**src/rtl/serial_bit_feeder.sv**
```systemverilog
// -----------------------------------------------------------------------------
// serial_bit_feeder
//
// Parallel-to-serial stage that sits directly upstream of the sequence
// detector. Words are accepted over a valid/ready handshake and shifted out
// one bit at a time on o_ser_out. Each bit is held for CLKS_PER_BIT clocks.
// Back-to-back words stream with no idle gap, because a new word can be
// accepted on the final clock of the current frame.
//
// Build option:
//   SERIAL_BIT_FEEDER_PARITY_EN  when defined, an even-parity bit (^word) is
//                                appended after the data bits. A frame is then
//                                DATA_W+1 bits long. When not defined, there is
//                                no parity state and no parity logic.
//
// Parameters:
//   DATA_W        word width in bits (>= 2)
//   CLKS_PER_BIT  clocks each bit is held on o_ser_out (>= 1)
//   MSB_FIRST     1: i_in_data[DATA_W-1] is sent first, 0: i_in_data[0] first
//   IDLE_LEVEL    o_ser_out level when no frame is active
//
// Ports:
//   i_clk         clock, all logic on posedge
//   i_rst         asynchronous active-high reset
//   i_in_data     word to serialise, sampled only on accept
//   i_in_valid    upstream has a word
//   o_in_ready    block can accept a word this cycle (forced low during reset)
//   o_ser_out     registered serial bit stream
//   o_ser_strobe  high on the first clock of each transmitted bit
//   o_busy        high while a frame is being shifted out
//   o_frame_done  one-cycle pulse on the final clock of a frame's last bit
//
// States:
//   ST_IDLE   | no frame active, o_ser_out at IDLE_LEVEL, ready for a word
//   ST_SHIFT  | data bits being shifted out
//   ST_PARITY | parity bit being sent (parity build only)
// -----------------------------------------------------------------------------
module serial_bit_feeder #(
    parameter int   DATA_W       = 8,
    parameter int   CLKS_PER_BIT = 1,
    parameter int   MSB_FIRST    = 1,
    parameter logic IDLE_LEVEL   = 1'b0
) (
    input  logic              i_clk,
    input  logic              i_rst,
    input  logic [DATA_W-1:0] i_in_data,
    input  logic              i_in_valid,
    output logic              o_in_ready,
    output logic              o_ser_out,
    output logic              o_ser_strobe,
    output logic              o_busy,
    output logic              o_frame_done
);

    localparam int BIT_W = $clog2(DATA_W + 1);
    localparam int DIV_W = $clog2(CLKS_PER_BIT) + 1;

    localparam logic [BIT_W-1:0] BIT_LAST = BIT_W'(DATA_W - 1);
    localparam logic [DIV_W-1:0] DIV_LAST = DIV_W'(CLKS_PER_BIT - 1);

`ifdef SERIAL_BIT_FEEDER_PARITY_EN
    typedef enum logic [1:0] {
        ST_IDLE   = 2'd0,
        ST_SHIFT  = 2'd1,
        ST_PARITY = 2'd2
    } state_t;
`else
    typedef enum logic [1:0] {
        ST_IDLE   = 2'd0,
        ST_SHIFT  = 2'd1
    } state_t;
`endif

    state_t             r_state;
    logic [DATA_W-1:0]  r_shift;
    logic [BIT_W-1:0]   r_bit_cnt;
    logic [DIV_W-1:0]   r_div_cnt;
    logic               r_ser_out;
    logic               r_busy;
`ifdef SERIAL_BIT_FEEDER_PARITY_EN
    logic               r_parity;
`endif

    logic               w_first_bit;
    logic               w_next_bit;
    logic [DATA_W-1:0]  w_shifted;
    logic               w_last_clk;
    logic               w_last_bit;
    logic               w_frame_end;
    logic               w_accept;

    // The current bit always sits at the sending end of r_shift; the next bit
    // is its neighbour, so advancing is a single shift toward that end.
    assign w_first_bit = (MSB_FIRST != 0) ? i_in_data[DATA_W-1] : i_in_data[0];
    assign w_next_bit  = (MSB_FIRST != 0) ? r_shift[DATA_W-2]   : r_shift[1];
    assign w_shifted   = (MSB_FIRST != 0) ? {r_shift[DATA_W-2:0], 1'b0}
                                          : {1'b0, r_shift[DATA_W-1:1]};

    assign w_last_clk = (r_div_cnt == DIV_LAST);
    assign w_last_bit = (r_bit_cnt == BIT_LAST);

`ifdef SERIAL_BIT_FEEDER_PARITY_EN
    assign w_frame_end = (r_state == ST_PARITY) && w_last_clk;
`else
    assign w_frame_end = (r_state == ST_SHIFT) && w_last_clk && w_last_bit;
`endif

    // Ready depends only on state and counters, never on i_in_valid, so there
    // is no combinational loop through an upstream that waits for ready.
    assign o_in_ready = !i_rst && ((r_state == ST_IDLE) || w_frame_end);
    assign w_accept   = i_in_valid && o_in_ready;

    // Strobe and frame_done are pure decodes of registered state, so they
    // carry no path from the inputs.
    assign o_ser_strobe = (r_state != ST_IDLE) && (r_div_cnt == '0);
    assign o_frame_done = w_frame_end;
    assign o_ser_out    = r_ser_out;
    assign o_busy       = r_busy;

    always_ff @(posedge i_clk or posedge i_rst) begin
        if (i_rst) begin
            r_state   <= ST_IDLE;
            r_shift   <= '0;
            r_bit_cnt <= '0;
            r_div_cnt <= '0;
            r_ser_out <= IDLE_LEVEL;
            r_busy    <= 1'b0;
`ifdef SERIAL_BIT_FEEDER_PARITY_EN
            r_parity  <= 1'b0;
`endif
        end else begin
            case (r_state)
                ST_IDLE: begin
                    if (w_accept) begin
                        r_shift   <= i_in_data;
                        r_bit_cnt <= '0;
                        r_div_cnt <= '0;
                        r_state   <= ST_SHIFT;
                        r_ser_out <= w_first_bit;
                        r_busy    <= 1'b1;
`ifdef SERIAL_BIT_FEEDER_PARITY_EN
                        r_parity  <= ^i_in_data;
`endif
                    end
                end

                ST_SHIFT: begin
                    if (!w_last_clk) begin
                        r_div_cnt <= r_div_cnt + 1'b1;
                    end else begin
                        r_div_cnt <= '0;
                        if (!w_last_bit) begin
                            r_bit_cnt <= r_bit_cnt + 1'b1;
                            r_shift   <= w_shifted;
                            r_ser_out <= w_next_bit;
                        end else begin
`ifdef SERIAL_BIT_FEEDER_PARITY_EN
                            // bit_cnt reaches DATA_W here, which is why it is
                            // sized to hold DATA_W rather than DATA_W-1.
                            r_bit_cnt <= r_bit_cnt + 1'b1;
                            r_state   <= ST_PARITY;
                            r_ser_out <= r_parity;
`else
                            if (w_accept) begin
                                r_shift   <= i_in_data;
                                r_bit_cnt <= '0;
                                r_ser_out <= w_first_bit;
                            end else begin
                                r_bit_cnt <= '0;
                                r_state   <= ST_IDLE;
                                r_ser_out <= IDLE_LEVEL;
                                r_busy    <= 1'b0;
                            end
`endif
                        end
                    end
                end

`ifdef SERIAL_BIT_FEEDER_PARITY_EN
                ST_PARITY: begin
                    if (!w_last_clk) begin
                        r_div_cnt <= r_div_cnt + 1'b1;
                    end else begin
                        r_div_cnt <= '0;
                        r_bit_cnt <= '0;
                        if (w_accept) begin
                            r_shift   <= i_in_data;
                            r_state   <= ST_SHIFT;
                            r_ser_out <= w_first_bit;
                            r_parity  <= ^i_in_data;
                        end else begin
                            r_state   <= ST_IDLE;
                            r_ser_out <= IDLE_LEVEL;
                            r_busy    <= 1'b0;
                        end
                    end
                end
`endif

                default: begin
                    r_state   <= ST_IDLE;
                    r_bit_cnt <= '0;
                    r_div_cnt <= '0;
                    r_ser_out <= IDLE_LEVEL;
                    r_busy    <= 1'b0;
                end
            endcase
        end
    end

endmodule
```
**config.mk**
```make
export PLATFORM = sky130hd
export DESIGN_NAME = serial_bit_feeder
export DESIGN_NICKNAME = d
export VERILOG_FILES = /design/src/rtl/serial_bit_feeder.sv
export SDC_FILE = /design/constraint.sdc
export NUM_CORES = 1
export LEC_CHECK = 0
export BUFFER_PORTS_ARGS = -buffer_cell sky130_fd_sc_hd__buf_4
export CORE_MARGIN = 10
export CORE_UTILIZATION = 54
export DETAILED_ROUTE_END_ITERATION = 12
export GPL_TIMING_DRIVEN = 0
export PLACE_DENSITY = 0.86
export RECOVER_POWER = 25
export SYNTH_ARGS = -nofsm -noshare
export SYNTH_HDL_FRONTEND = slang
export SYNTH_SLANG_ARGS = --single-unit
export TNS_END_PERCENT = 20
```
**constraint.sdc**
```tcl
create_clock -name i_clk -period 3.4 [get_ports i_clk]
set_input_delay 0.17 -clock i_clk [delete_from_list [all_inputs] [get_ports i_clk]]
set_output_delay 0.17 -clock i_clk [all_outputs]
set_load 0.05 [all_outputs]
```
==> results of run 1 <==
[where the power goes]
group          internal [W]  leakage [nW]   total, W  switching [W]
sequential         0.000207         0.168   0.000250      0.0000427
combinational      0.000140         0.250   0.000320       0.000181
clock             0.0000455        0.0150  0.0000984      0.0000529
total              0.000392         0.432   0.000669       0.000276
[worst paths after layout]
| path | startpoint | end | slack, ns | cells past startpoint |
|---|---|---|---|---|
| max in group asynchronous | i_rst | r_shift[1]$_DFF_PP0_ | 2.60 | 3 |
| worst max register to register | r_bit_cnt[0]$_DFFE_PP0P_ | r_bit_cnt[2]$_DFFE_PP0P_ | 1.33 | 10 |
| min in group asynchronous | i_rst | o_ser_out$_DFFE_PP0P_ | 0.47 | 3 |
| worst max-delay path | r_bit_cnt[0]$_DFFE_PP0P_ | r_bit_cnt[2]$_DFFE_PP0P_ | 1.33 | 10 |
| worst min register to register | r_shift[3]$_DFF_PP0_ | r_shift[4]$_DFF_PP0_ | 0.52 | 2 |
| worst min-delay path | i_in_data[0] | r_shift[0]$_DFF_PP0_ | 0.13 | 3 |
[metrics by stage]
| step | utilization | std cells | power [W] | worst slack, ns | hold slack, ns |
|---|---|---|---|---|---|
| detailed placement | 0.716 | 102 | 0.000574 | 1.33 | 0.240 |
| CTS | 0.747 | 107 | 0.000672 | 1.31 | 0.136 |
| global route | 0.744 | 107 | 0.000724 | 1.14 | 0.174 |
| global placement | 0.716 | 102 | 0.000561 | 1.38 | 0.237 |
| floorplan | - | 73 | 0.000492 | 1.50 | 0.0470 |
| finish | 0.744 | 107 | 0.000669 | 1.33 | 0.134 |
[area by class of cell]
| type | instances | share of cell area |
|---|---|---|
| timing repair buffer | 16 | 0.136 |
| clock buffer | 4 | 0.0302 |
| buffer | 6 | 0.0460 |
| tap | 14 | 0.0201 |
| sequential | 13 | 0.374 |
| inverter | 2 | 0.00862 |
| multi-input combinational | 52 | 0.385 |
[cell usage in the layout, fill, tap and decap left out, types with 3 or more instances in the layout]
| cell type | synthesis | routed |
|---|---|---|
| mux2i_1 | 7 | 7 |
| nor2b_1 | 4 | 4 |
| o21ai_0 | 9 | 9 |
| nand2_1 | 4 | 4 |
| nor2_1 | 7 | 7 |
| nand3_1 | 10 | 10 |
| buf_4 | 2 | 16 |
| clkbuf_4 | 0 | 3 |
| dfrtp_1 | 13 | 13 |
| clkbuf_1 | 1 | 3 |
[registers in the layout, summed over array words and instances, names as in the netlist]
name	count
o_ser_out	1
o_busy	1
r_shift	7
r_bit_cnt	4
[layer usage]
metal | vias up | GRT usage | wire, um
li1 | 291 | - | -
met1 | 272 | 0.128 | 704
met2 | 15 | 0.146 | 666
met3 | 4 | 0.0410 | 105
met4 | 0 | 0.0410 | 29
met5 | - | 0 | 0
[worst max-delay path, stage by stage (launching register included)]
cell and delay (ns):
dfrtp_1 0.40, ha_1 0.25, nand3b_4 0.09, and2_4 0.16
buf_6 0.13, nand2b_1 0.14, ha_1 0.18, clkbuf_1 0.19
nor2b_1 0.25, nand2_1 0.07, o21ai_0 0.13
[kinds of logic after synthesis]
family | Yosys count
AND/OR/NAND/NOR | 30
AO/OA/AOI/OAI | 13
flip-flops | 13
buffers and inverters | 8
multiplexers | 7
adder cells (fa/ha/maj) | 2
==> impl_metrics.yaml, run 1 <==
synth:
  synth-edff-count: 0
  synth-async-reset-ratio: 1.00
  ys_top_cells_by_count: "dfrtp_1 (13), nand3_1 (10), o21ai_0 (9)"
  synth_top_family_by_area: "simple AND/OR/NAND/NOR gates"
  synth_top_cell_area_share: 0.459
  synth_compound_area_frac: 0.110
  synth_xor_xnor_area_share: 0
  syn-cell-area_um2: 708
  yosys-top-cells-area: "dfrtp_1 (46%), mux2i_1 (9.9%), nand3_1 (7.1%)"
  ys.warnings.count: 0
  synth_seq_cells: 13
  synth-simple-area-share: 0.230
  synth_most_common_cell: "dfrtp_1"
  synthCells: 73
  syn_nets: 86
  synth_flop_cell: "dfrtp_1"
  seq_area_frac_synth: 0.459
  muxShareOfSynthArea: 0.0989
  ys_types: 20
  avgSynthCellArea_um2: 9.70
  synth_area_leader_cell: "dfrtp_1"
  synthAdderAreaFrac: 0.0353
global_route:
  grt_overflow: 0
  grt_max_degree: 14
  grt_pass1_vias: 588
  grt_usage: 0.101
  antenna_found_initial: 0
  grt_pass1_wl_um: 2650
detailed_routing:
  drc: 0
  wl_per_cell_um: 14.1
  via_per_inst: 5.44
  drt_iter0_markers: 13
  ant_nets: 0
  num_vias: 582
  firstDrtPassIters: 4
  wirelength_um: 1510
clocking:
  cts_tree: "done"
  cts_buffers: 3
  cts.clk_slew.worst_paths_ns: 0.08
  cts_setup_buffers: 0
  root_buffer: "clkbuf_4"
  clk_path_buf_depth: 2
  cts_hold_buf: 1
  clkLatencyLatePin_ns: 0.28
  cts_resized: 0
  htreeDepth: 1
  clock-sinks: 13
placed_design:
  place_area_um2: 838
  dpl.hpwl_um: 1090
  port_buffers: 15
  gp_congestion: 0.717
cells_and_area:
  nets: 107
  finalInstanceArea_um2: 871
  drive_above_1_share: 0.258
  nFillCells: 92
  multi_input_area_um2: 335
  regArea_um2: 325
  synthToLayoutAreaGrowth_pct: 23.0
  antenna_cells: 0
outcome:
  status: "completed"
sta:
  slew_viol_final: 0
  fin_skew_ns: 0.00277
  setup_viol: 0
  fmax_ghz: 0.483
  final_hold_viol_count: 0
  finalCritPeriodShare: 0.609
  worstMarginPinSlew_ns: 0.488
  period_minus_slack_ns: 2.07
  max_slew_margin: 0.674
  finalSetupTns_ns: 0
  rsz0062_at_grt: "no"
worst_hold_path:
  worst_hold_path_type: "in2reg"
power:
  leakage_nw: 0.432
  powerDensity_nw_per_um2: 768
  peakVddDrop_uv: 445
floorplan:
  die_h_um: 56.2
  rows: 12
  die_width_um: 56.2
  fp.coreArea_um2: 1170
  start_util: 0.605
  pin_count: 16
  die_area_um2: 3160
worst_setup_path:
  path_class: "reg2reg"
  worstPathRequired_ns: 3.60
  crit_path_start_kind: "flip-flop"
  cp-end-kind: "flip-flop"
  arrival_ns: 2.28
  worstPathMaxFanout: 10
job:
  drv_cap: 0
Note: power is estimated with default switching activity, not from simulation.
==> inputs of run 2 (changes only) <==
- ABC_AREA: default -> 1
- CORE_UTILIZATION: 54 -> 46
- PLACE_DENSITY: 0.86 -> 0.78
- clock period: 3.4 -> 1.9 ns (I/O delays scaled with it)
==> run 2 against run 1 <==
Against the previous run:
- wire length grew 4.8%
- via count is 10% higher
- clock skew increased by 0.0016 ns
- largest cell class unchanged
==> impl_metrics.yaml, run 2 <==
cells_and_area:
  drive_above_1_share: 0.280
  nFillCells: 132
  final_cell_mix: "nand2_1 (15), buf_4 (14), dfrtp_1 (13)"
  fin_util: 0.598
  top_register: "r_shift"
  antenna_cells: 0
  largest_reg_flops: 7
  nets: 114
  synthToLayoutAreaGrowth_pct: 24.9
  reg_top3: "r_shift (7), r_bit_cnt (4)"
  layout_commonest_cell: "nand2_1"
  final_cells: 116
detailed_routing:
  drc: 0
  wl_per_cell_um: 13.6
  via_per_inst: 5.52
  drt_iter0_markers: 17
  num_vias: 640
  firstDrtPassIters: 4
  ant_nets: 0
  wirelength_um: 1580
synth:
  synthCells: 82
  synth_flop_cell: "dfrtp_1"
  avgSynthCellArea_um2: 8.70
  synth_most_common_cell: "nand2_1"
  synth_top_cell_area_share: 0.456
  ys_types: 20
  synth_seq_cells: 13
  synth-async-reset-ratio: 1.00
  syn-cell-area_um2: 713
  syn_nets: 95
  ys.warnings.count: 0
  ys_top_cells_by_count: "nand2_1 (15), dfrtp_1 (13), nand3_1 (9)"
  yosys-top-cells-area: "dfrtp_1 (46%), nand2_1 (7.9%), o211ai_1 (7.4%)"
  synth_area_leader_cell: "dfrtp_1"
  synth-edff-count: 0
  seq_area_frac_synth: 0.456
worst_setup_path:
  cp-end-kind: "flip-flop"
  crit_path_start_kind: "flip-flop"
  path_class: "reg2reg"
  reg2reg_depth: 9
  critical-path-top-delay-family: "simple AND/OR/NAND/NOR gates"
  worstPathMaxFanout: 7
  rr_endpoint: "r_bit_cnt[3]$_DFFE_PP0P_"
  worstPathRequired_ns: 2.07
  reg2reg_slack_ns: 0.11
  arrival_ns: 1.96
  slowest_stage: "dfrtp_1"
  cp_num_buf_inv: 1
  slowest_delay_ns: 0.40
  r2r_start: "r_bit_cnt[0]$_DFFE_PP0P_"
  crit_chain: "ha_2, nand3_2, nand2_4, nand3_1, ha_4, inv_1, nand4_1, xor2_1, nor2_1"
global_route:
  antenna_found_initial: 0
  grt_max_degree: 22
  grt_usage: 0.0894
  grt_pass1_wl_um: 2550
  grt_pass1_vias: 571
  grt_overflow: 0
sta:
  finalCritPeriodShare: 0.940
  fin_skew_ns: 0.00438
  rsz0062_at_grt: "no"
  slew_viol_final: 0
  whs_ns: 0.0837
  finalSetupTns_ns: 0
  final_hold_viol_count: 0
  period_minus_slack_ns: 1.79
  worstMarginPinSlew_ns: 0.325
  fmax_ghz: 0.560
  setup_viol: 0
  max_slew_margin: 0.783
outcome:
  status: "completed"
placed_design:
  dpl.hpwl_um: 1150
  gp_congestion: 0.797
  dp.cells: 111
  port_buffers: 13
clocking:
  clock-sinks: 13
  cts.clk_slew.worst_paths_ns: 0.08
  clkLatencyLatePin_ns: 0.27
  root_buffer: "clkbuf_4"
  cts_buffers: 3
  cts_setup_buffers: 0
  htreeDepth: 1
  clk_path_buf_depth: 2
  cts_tree: "done"
worst_hold_path:
  hold_depth: 3
  worst_hold_path_type: "in2reg"
  hold_path_end: "r_shift[0]$_DFF_PP0_"
  min_from: "i_in_data[0]"
power:
  powerDensity_nw_per_um2: 1580
  leakage_nw: 0.442
  peakVddDrop_uv: 772
floorplan:
  fp.coreArea_um2: 1490
  die_h_um: 59.4
  start_util: 0.479
  die_width_um: 59.4
  rows: 14
  die_area_um2: 3530
  pin_count: 16
job:
  drv_cap: 0
[run 2: changes by cell type after synthesis, moves of 2 or more]
| cell | delta |
|---|---|
| a21oi_1 | +3 |
| o21ai_0 | -8 |
| nand2_1 | +11 |
| nand2b_1 | -2 |
| nand4_1 | +8 |
| mux2i_1 | -7 |
| o211ai_1 | +6 |
| nor2b_1 | -4 |
| inv_1 | +4 |
[run 2: worst max path at each step]
stage,start,to,slack (ns),cells past startpoint
6_report,r_bit_cnt[0]$_DFFE_PP0P_,r_bit_cnt[3]$_DFFE_PP0P_,0.11,9
5_1_grt,r_bit_cnt[0]$_DFFE_PP0P_,r_bit_cnt[3]$_DFFE_PP0P_,0.006,9
2_1_floorplan,o_busy$_DFFE_PP0P_,r_bit_cnt[2]$_DFFE_PP0P_,0.14,6
3_3_place_gp,r_bit_cnt[0]$_DFFE_PP0P_,r_bit_cnt[2]$_DFFE_PP0P_,0.06,9
3_5_place_dp,r_bit_cnt[0]$_DFFE_PP0P_,r_bit_cnt[2]$_DFFE_PP0P_,0.05,9
4_1_cts,r_bit_cnt[0]$_DFFE_PP0P_,r_bit_cnt[2]$_DFFE_PP0P_,0.03,9
[run 2: report_power, final]
group	leakage, nW	internal [W]	switching, W	total [W]
clock	0.0150	0.0000813	0.0000923	0.000174
combinational	0.261	0.000297	0.000461	0.000757
sequential	0.166	0.000388	0.0000916	0.000479
total	0.442	0.000765	0.000645	0.00141
[run 2: routing by layer]
layer | global-route usage | part of all wire | up-vias
li1 | - | - | 322
met1 | 0.124 | 0.49 | 286
met2 | 0.126 | 0.44 | 28
met3 | 0.0279 | 0.058 | 4
met4 | 0.0295 | 0.0063 | 0
met5 | 0 | 0 | -
[run 2: area by class of cell]
type / count / area, um2 / area share
multi-input cells: 58 / 349 / 0.392
flip-flops and latches: 13 / 325 / 0.365
repair buffers: 14 / 108 / 0.121
plain buffers: 4 / 35.0 / 0.0393
inverters: 7 / 27.5 / 0.0309
clock buffers: 4 / 26.3 / 0.0295
well taps: 16 / 20.0 / 0.0225
[run 2: cell families after synthesis]
group	Yosys count	share of synthesized area
AND/OR/NAND/NOR	43	0.297
flip-flops	13	0.456
AO/OA/AOI/OAI	12	0.114
buffers and inverters	11	0.0860
adder cells (fa/ha/maj)	2	0.0351
XOR/XNOR	1	0.0123
[run 2: tightest hold or removal path: stages]
cell and delay (ns):
buf_4 0.07, nand4_1 0.09, nand2_1 0.07
[run 2: repair_timing]
item / CTS / global route
gates resized for setup: 0 / 5
setup endpoints to repair: 0 / 4
hold endpoints to repair: 13 / 0
hold buffers: 1 / 0
[run 2: through the flow]
step | worst slack [ns] | power (W) | cell area, um2
global route | 0.00588 | 0.00151 | 891
finish | 0.113 | 0.00141 | 891
CTS | 0.0254 | 0.00137 | 870
detailed placement | 0.0548 | 0.00120 | 833
global placement | 0.0615 | 0.00118 | 833
floorplan | 0.136 | 0.00103 | 716
